<file path="src/rtl/mem_arbiter.sv">
// -----------------------------------------------------------------------------
// mem_arbiter
//   Shares one single-port unified memory between the CPU instruction-fetch
//   port and the data (lw/sw) port. Each requester uses a req/done handshake.
//   When both ports ask at once, the arbiter alternates priority between them.
//   The memory side receives a one-cycle enable and returns read data a fixed
//   MEM_LAT cycles later. A saturating counter records arbitration conflicts.
//
//   Handshake: a requester raises req with its address/data stable and holds
//   it until done. done is a one-cycle pulse, and rdata is valid from that
//   cycle on. The requester drops req in the next cycle, which is an IDLE
//   cycle. If req is still high then, it is taken as a new transaction.
//   req and the request inputs are only sampled in IDLE.
//
// Ports:
//   clk, rst            clock, asynchronous active-low reset
//   i_req/i_addr        fetch request in; i_done/i_rdata out
//   d_req/d_we/d_addr/d_wdata   data request in; d_done/d_rdata out
//   m_en/m_we/m_addr/m_wdata    memory strobe and command out; m_rdata in
//   busy                high whenever the FSM is outside IDLE
//   conflict_cnt        saturating count of IDLE cycles with both requests
//   dbg_state           current FSM state (IDLE=0, ISSUE=1, WAIT=2, DONE=3)
// -----------------------------------------------------------------------------
module mem_arbiter #(
   parameter int ADDR_W  = 32,
   parameter int DATA_W  = 32,
   parameter int MEM_LAT = 1,   // legal range 1..15
   parameter int CNT_W   = 16
) (
   input  logic              clk,
   input  logic              rst,
   input  logic              i_req,
   input  logic [ADDR_W-1:0] i_addr,
   output logic              i_done,
   output logic [DATA_W-1:0] i_rdata,
   input  logic              d_req,
   input  logic              d_we,
   input  logic [ADDR_W-1:0] d_addr,
   input  logic [DATA_W-1:0] d_wdata,
   output logic              d_done,
   output logic [DATA_W-1:0] d_rdata,
   output logic              m_en,
   output logic              m_we,
   output logic [ADDR_W-1:0] m_addr,
   output logic [DATA_W-1:0] m_wdata,
   input  logic [DATA_W-1:0] m_rdata,
   output logic              busy,
   output logic [CNT_W-1:0]  conflict_cnt,
   output logic [1:0]        dbg_state
);

   typedef enum logic [1:0] {
      S_IDLE  = 2'd0,
      S_ISSUE = 2'd1,
      S_WAIT  = 2'd2,
      S_DONE  = 2'd3
   } state_e;

   // The latency counter is 4 bits wide, which covers MEM_LAT up to 15.
   localparam logic [3:0] LAT_INIT = 4'(MEM_LAT);

   state_e            state_q, state_d;
   logic              owner_q, owner_d;     // 1 = instruction port owns the transaction
   logic              we_q, we_d;
   logic [ADDR_W-1:0] addr_q, addr_d;
   logic [DATA_W-1:0] wdata_q, wdata_d;
   logic              prio_q, prio_d;       // 0 = data preferred, 1 = instruction preferred
   logic [3:0]        lat_q, lat_d;
   logic [CNT_W-1:0]  conflict_q, conflict_d;
   logic [DATA_W-1:0] i_rdata_q, i_rdata_d;
   logic [DATA_W-1:0] d_rdata_q, d_rdata_d;
   logic              busy_q, busy_d;
   logic              grant_instr;

   // Next-state and datapath logic
   always_comb begin
      state_d     = state_q;
      owner_d     = owner_q;
      we_d        = we_q;
      addr_d      = addr_q;
      wdata_d     = wdata_q;
      prio_d      = prio_q;
      lat_d       = lat_q;
      conflict_d  = conflict_q;
      i_rdata_d   = i_rdata_q;
      d_rdata_d   = d_rdata_q;
      grant_instr = 1'b0;

      case (state_q)
         S_IDLE: begin
            if (i_req || d_req) begin
               // A lone request wins outright. A contested grant goes to prio.
               grant_instr = i_req && (!d_req || prio_q);
               if (i_req && d_req) begin
                  // Point prio at the loser so it wins the next contest.
                  prio_d     = !grant_instr;
                  conflict_d = (&conflict_q) ? conflict_q : conflict_q + CNT_W'(1);
               end
               owner_d = grant_instr;
               addr_d  = grant_instr ? i_addr : d_addr;
               we_d    = !grant_instr && d_we;
               wdata_d = grant_instr ? '0 : d_wdata;
               state_d = S_ISSUE;
            end
         end
         S_ISSUE: begin
            lat_d   = LAT_INIT;
            state_d = S_WAIT;
         end
         S_WAIT: begin
            lat_d = lat_q - 4'd1;
            // When the count reaches 1, m_rdata is exactly MEM_LAT cycles past m_en.
            if (lat_q == 4'd1) begin
               state_d = S_DONE;
               if (!we_q) begin
                  if (owner_q) i_rdata_d = m_rdata;
                  else         d_rdata_d = m_rdata;
               end
            end
         end
         S_DONE: begin
            state_d = S_IDLE;
         end
         default: begin
            state_d = S_IDLE;
         end
      endcase

      // busy is registered from the next state so it lines up with state_q.
      busy_d = (state_d != S_IDLE);
   end

   always_ff @(posedge clk or negedge rst) begin
      if (!rst) begin
         state_q    <= S_IDLE;
         owner_q    <= 1'b0;
         we_q       <= 1'b0;
         addr_q     <= '0;
         wdata_q    <= '0;
         prio_q     <= 1'b0;
         lat_q      <= 4'd0;
         conflict_q <= '0;
         i_rdata_q  <= '0;
         d_rdata_q  <= '0;
         busy_q     <= 1'b0;
      end else begin
         state_q    <= state_d;
         owner_q    <= owner_d;
         we_q       <= we_d;
         addr_q     <= addr_d;
         wdata_q    <= wdata_d;
         prio_q     <= prio_d;
         lat_q      <= lat_d;
         conflict_q <= conflict_d;
         i_rdata_q  <= i_rdata_d;
         d_rdata_q  <= d_rdata_d;
         busy_q     <= busy_d;
      end
   end

   // The memory command is held in registers. m_en is a pure decode of ISSUE,
   // so it lasts one cycle per transaction.
   assign m_en         = (state_q == S_ISSUE);
   assign m_we         = m_en && we_q;
   assign m_addr       = addr_q;
   assign m_wdata      = wdata_q;
   assign i_done       = (state_q == S_DONE) && owner_q;
   assign d_done       = (state_q == S_DONE) && !owner_q;
   assign i_rdata      = i_rdata_q;
   assign d_rdata      = d_rdata_q;
   assign busy         = busy_q;
   assign conflict_cnt = conflict_q;
   assign dbg_state    = state_q;

endmodule
</file>
<file path="config.mk">
export PLATFORM = sky130hd
export DESIGN_NAME = mem_arbiter
export DESIGN_NICKNAME = d
export VERILOG_FILES = /design/src/rtl/mem_arbiter.sv
export SDC_FILE = /design/constraint.sdc
export NUM_CORES = 1
export LEC_CHECK = 0
export BUFFER_PORTS_ARGS = -buffer_cell sky130_fd_sc_hd__buf_4
export CORE_ASPECT_RATIO = 1.1
export CORE_MARGIN = 2
export CORE_UTILIZATION = 45
export DETAILED_ROUTE_END_ITERATION = 7
export HOLD_SLACK_MARGIN = 0.05
export PLACE_DENSITY_LB_ADDON = 0.1
export SLEW_MARGIN = 40
export SYNTH_ARGS = -nofsm -noshare
export SYNTH_HDL_FRONTEND = slang
export SYNTH_SLANG_ARGS = --single-unit
</file>
<file path="constraint.sdc">
create_clock -name clk -period 4.2 [get_ports clk]
set_clock_uncertainty 0.1 [all_clocks]
set_input_delay 0.84 -clock clk [delete_from_list [all_inputs] [get_ports clk]]
set_output_delay 0.84 -clock clk [all_outputs]
set_load 0.005 [all_outputs]
</file>
==> metrics.md <==
| Metric | Value |
|---|---|
| Minimum clock period | `2.40 ns` |
| # diodes | `0` |
| Setup violations, final | `0` |
| Met1 Wirelength | `6020 um` |
| Number of fill cells | `about 1.1k` |
| Worst-Margin Slew | `around 0.65 ns` |
| Sequential share of the synthesized area | `61.0%` |
| CTS tree | `built` |
| RSZ-0062 raised after global routing | `no` |
| Worst EP required | `around 4.4 ns` |
| Clock Path Buffers | `2` |
| Core Area | `13700 um^2` |
| First DRT Iteration DRCs | `202` |
| Routed wire length per instance | `16.5 um` |
| Pwr per Cell Area | `between 700 and 800 nW/um^2` |
| Crit path max fanout | `21` |
| Post-CTS Setup Bufs | `0` |
| Setup TNS | `0 ns` |
| Pin count of the biggest net entering global routing | `99` |
| Tot GR Track Use | `between 20% and 30%` |
| Die area | `15000 um^2` |
| Leak Pwr | `approximately 4.7 nW` |
| Initial antenna violation count | `0` |
| Worst setup EP type | `flip-flop` |
| DR DRC count | `0` |
| RePlAce Congestion | `0.790` |
| Total CTS buffers | `17` |
| P&R area growth vs syn | `47.2%` |
| Crit path launch type | `flip-flop` |
| Slowest stage cell on the critical path | `nand4b_1` |
| Critical path class | `flip-flop to flip-flop` |
| Die height | `128 um` |
| Post-route setup slack | `between 1.5 and 2 ns` |
| Fmax | `roughly 420 MHz` |
| Post-CTS Resized | `0` |
| Cell area after synthesis | `6320 um^2` |
| Total nets after synthesis | `roughly 610` |
| Crit path cell chain | `inv_1 -> ha_1 -> nor3b_2 -> nand4b_1 -> buf_4 -> mux2_2` |
| WL met3 | `1230 um` |
| WP buf/inv | `2` |
| Die width | `117 um` |
| Quantity of I/O buffers inserted on ports | `283` |
| Uppermost layer routed | `met4` |
| Netlist cell types | `43` |
| Vias in the first global route | `4962` |
| Placed inst area | `8660 um^2` |
| Post-synthesis cell count | `473` |
| Router iterations before antenna repair | `4` |
| WL final | `15800 um` |
| Clock sink count | `154` |
| Syn avg cell area | `13.4 um^2` |
| Power, Total | `6.75 mW` |
| Total grt overflow | `0` |
| Asr flop ratio synth | `100%` |
| Detailed-route via count | `between 4k and 5k` |
| Final hold violations | `0` |
| Pins Over Slew Limit | `0` |
| CTS H-tree depth | `4` |
| Post-synth EDFFs | `0` |
| Hold Buf Count CTS | `0` |
| Clk_lat worst skew | `0.41 ns` |
| VDD IR max | `0.287 mV` |
| First-pass GRT wire length | `24700 um` |
| Final ANT Viol Nets | `0` |
| Finished Core Util | `slightly below 70%` |
| Max_slew headroom | `56.3%` |
| Via-per-instance ratio | `between 4 and 5` |
| Max-cap viol count | `0` |
| Crit-path leading delay family | `simple AND/OR/NAND/NOR gates` |
| #FFs+latches synth | `~150` |
| Primary FF master, synth | `dfrtp_1` |
| Initial Utilization | `46.0%` |
| Status | `finished clean` |
| FP Rows | `between 40 and 50` |
| HPWL Detailed | `12000 um` |
| Yosys warnings | `0` |
| Layout net count | `901` |
| Minimum setup slack after placement | `1.75 ns` |
| Share of layout cells above drive strength 1 | `51.7%` |
| IO Count | `284` |
| Class of the worst hold path | `input port to asynchronous set/reset pin` |
| Worst-path clk slew | `about 0.06 ns` |
| Met2 wire length | `8280 um` |
| CTS Root Cell | `clkbuf_16` |
| Crit path DAT | `roughly 2.6 ns` |
| Max incr delay on CP | `between 0.5 and 0.6 ns` |
| Post-route cell area | `9300 um^2` |
| Final period utilization | `57.2%` |
-- cell usage after synthesis (2+ instances only) --
cell      instances  area share (%)
a21oi_1           2            0.16
a22o_1           33             4.6
and2_1            2            0.20
buf_2            10            0.79
clkbuf_1         14            0.83
dfrtp_1         154              61
ha_1              8             1.6
inv_1            11            0.65
mux2_2           65              12
mux2i_1          34             5.4
nand2_1          39             2.3
nand3_1           4            0.32
nand3b_1          3            0.36
nand4_1           4            0.40
nor2_1            6            0.36
nor2b_1           2            0.20
nor3_1            8            0.63
nor3_2            2            0.32
o21a_1            3            0.36
o21ai_0          36             2.9
or2_2             2            0.20
xnor2_1           5            0.69
xor2_1            6            0.83
-- cell families after synthesis --
kind of cell | synth area share, %
flip-flops | 61.0
AO/OA/AOI/OAI | 8.93
adder cells (fa/ha/maj) | 1.58
multiplexers | 17.1
XOR/XNOR | 1.52
AND/OR/NAND/NOR | 7.54
buffers and inverters | 2.28
-- registers in the layout, indices dropped and copies added, names as in the netlist --
| register | cells |
|---|---|
| conflict_cnt | 16 |
| m_wdata | 32 |
| dbg_state | 2 |
| busy | 1 |
| lat_q | 4 |
| prio_q | 1 |
| d_rdata | 32 |
| m_addr | 32 |
| we_q | 1 |
| i_rdata | 32 |
| owner_q | 1 |
-- cells in the final DEF, fill, tap and decap left out, types with 4 or more instances in the layout --
cell,n
a22o_1,33
buf_4,289
bufinv_16,4
clkbuf_16,17
clkinv_2,5
dfrtp_1,154
ha_1,8
inv_1,11
mux2_2,65
mux2i_1,34
nand2_1,39
nand3_1,4
nand4_1,4
nor2_1,6
nor3_1,8
o21ai_0,36
xnor2_1,5
xor2_1,6
-- routing by layer --
layer | global-route usage, % | vias up
met3 | 7.28 | 24
li1 | - | 2261
met2 | 37.2 | 182
met1 | 24.8 | 2323
met4 | 7.27 | 0
met5 | 0 | -
-- power by group --
part	switching, mW	internal, mW	leakage (nW)
Sequential	0.411	2.16	1.88
Combinational	1.06	1.55	2.48
Clock	0.557	1.02	0.304
Total	2.03	4.72	4.67
-- final timing paths --
check	from	end	slack (ns)	depth (start not counted)
worst max-delay path	lat_q[1]	i_rdata[28]	1.80	6
worst min-delay path	rst	d_rdata[11]	0.20	1
worst max register to register	lat_q[1]	i_rdata[28]	1.80	6
worst min register to register	m_addr[18]	m_addr[18]	0.38	2
max in group asynchronous	rst	i_rdata[9]	2.71	3
min in group clk	m_addr[18]	m_addr[18]	0.38	2
-- worst register-to-register path: cells and delay by family, from the launching register on --
kind / cells / cell delay [ns]
adder cells (fa/ha/maj): 1 / 0.15
buffers and inverters: 2 / 0.56
flip-flops: 1 / 0.37
multiplexers: 1 / 0.31
AND/OR/NAND/NOR: 2 / 0.78
-- cell type report --
type,instances,area [um^2],area share (%)
multi-input cells,284,2340,25.2
clock inverters,9,145,1.56
repair buffers,292,2220,23.9
flip-flops and latches,154,3850,41.4
inverters,11,41.3,0.444
well taps,188,235,2.53
clock buffers,22,464,4.99
-- through the flow --
stage / hold slack [ns] / cells
CTS: 0.384 / 959
detailed placement: 0.371 / 928
global placement: 0.365 / 928
finish: 0.202 / 960
floorplan: 0.367 / 473
global route: 0.199 / 960
(Power assumes the default switching activity.)
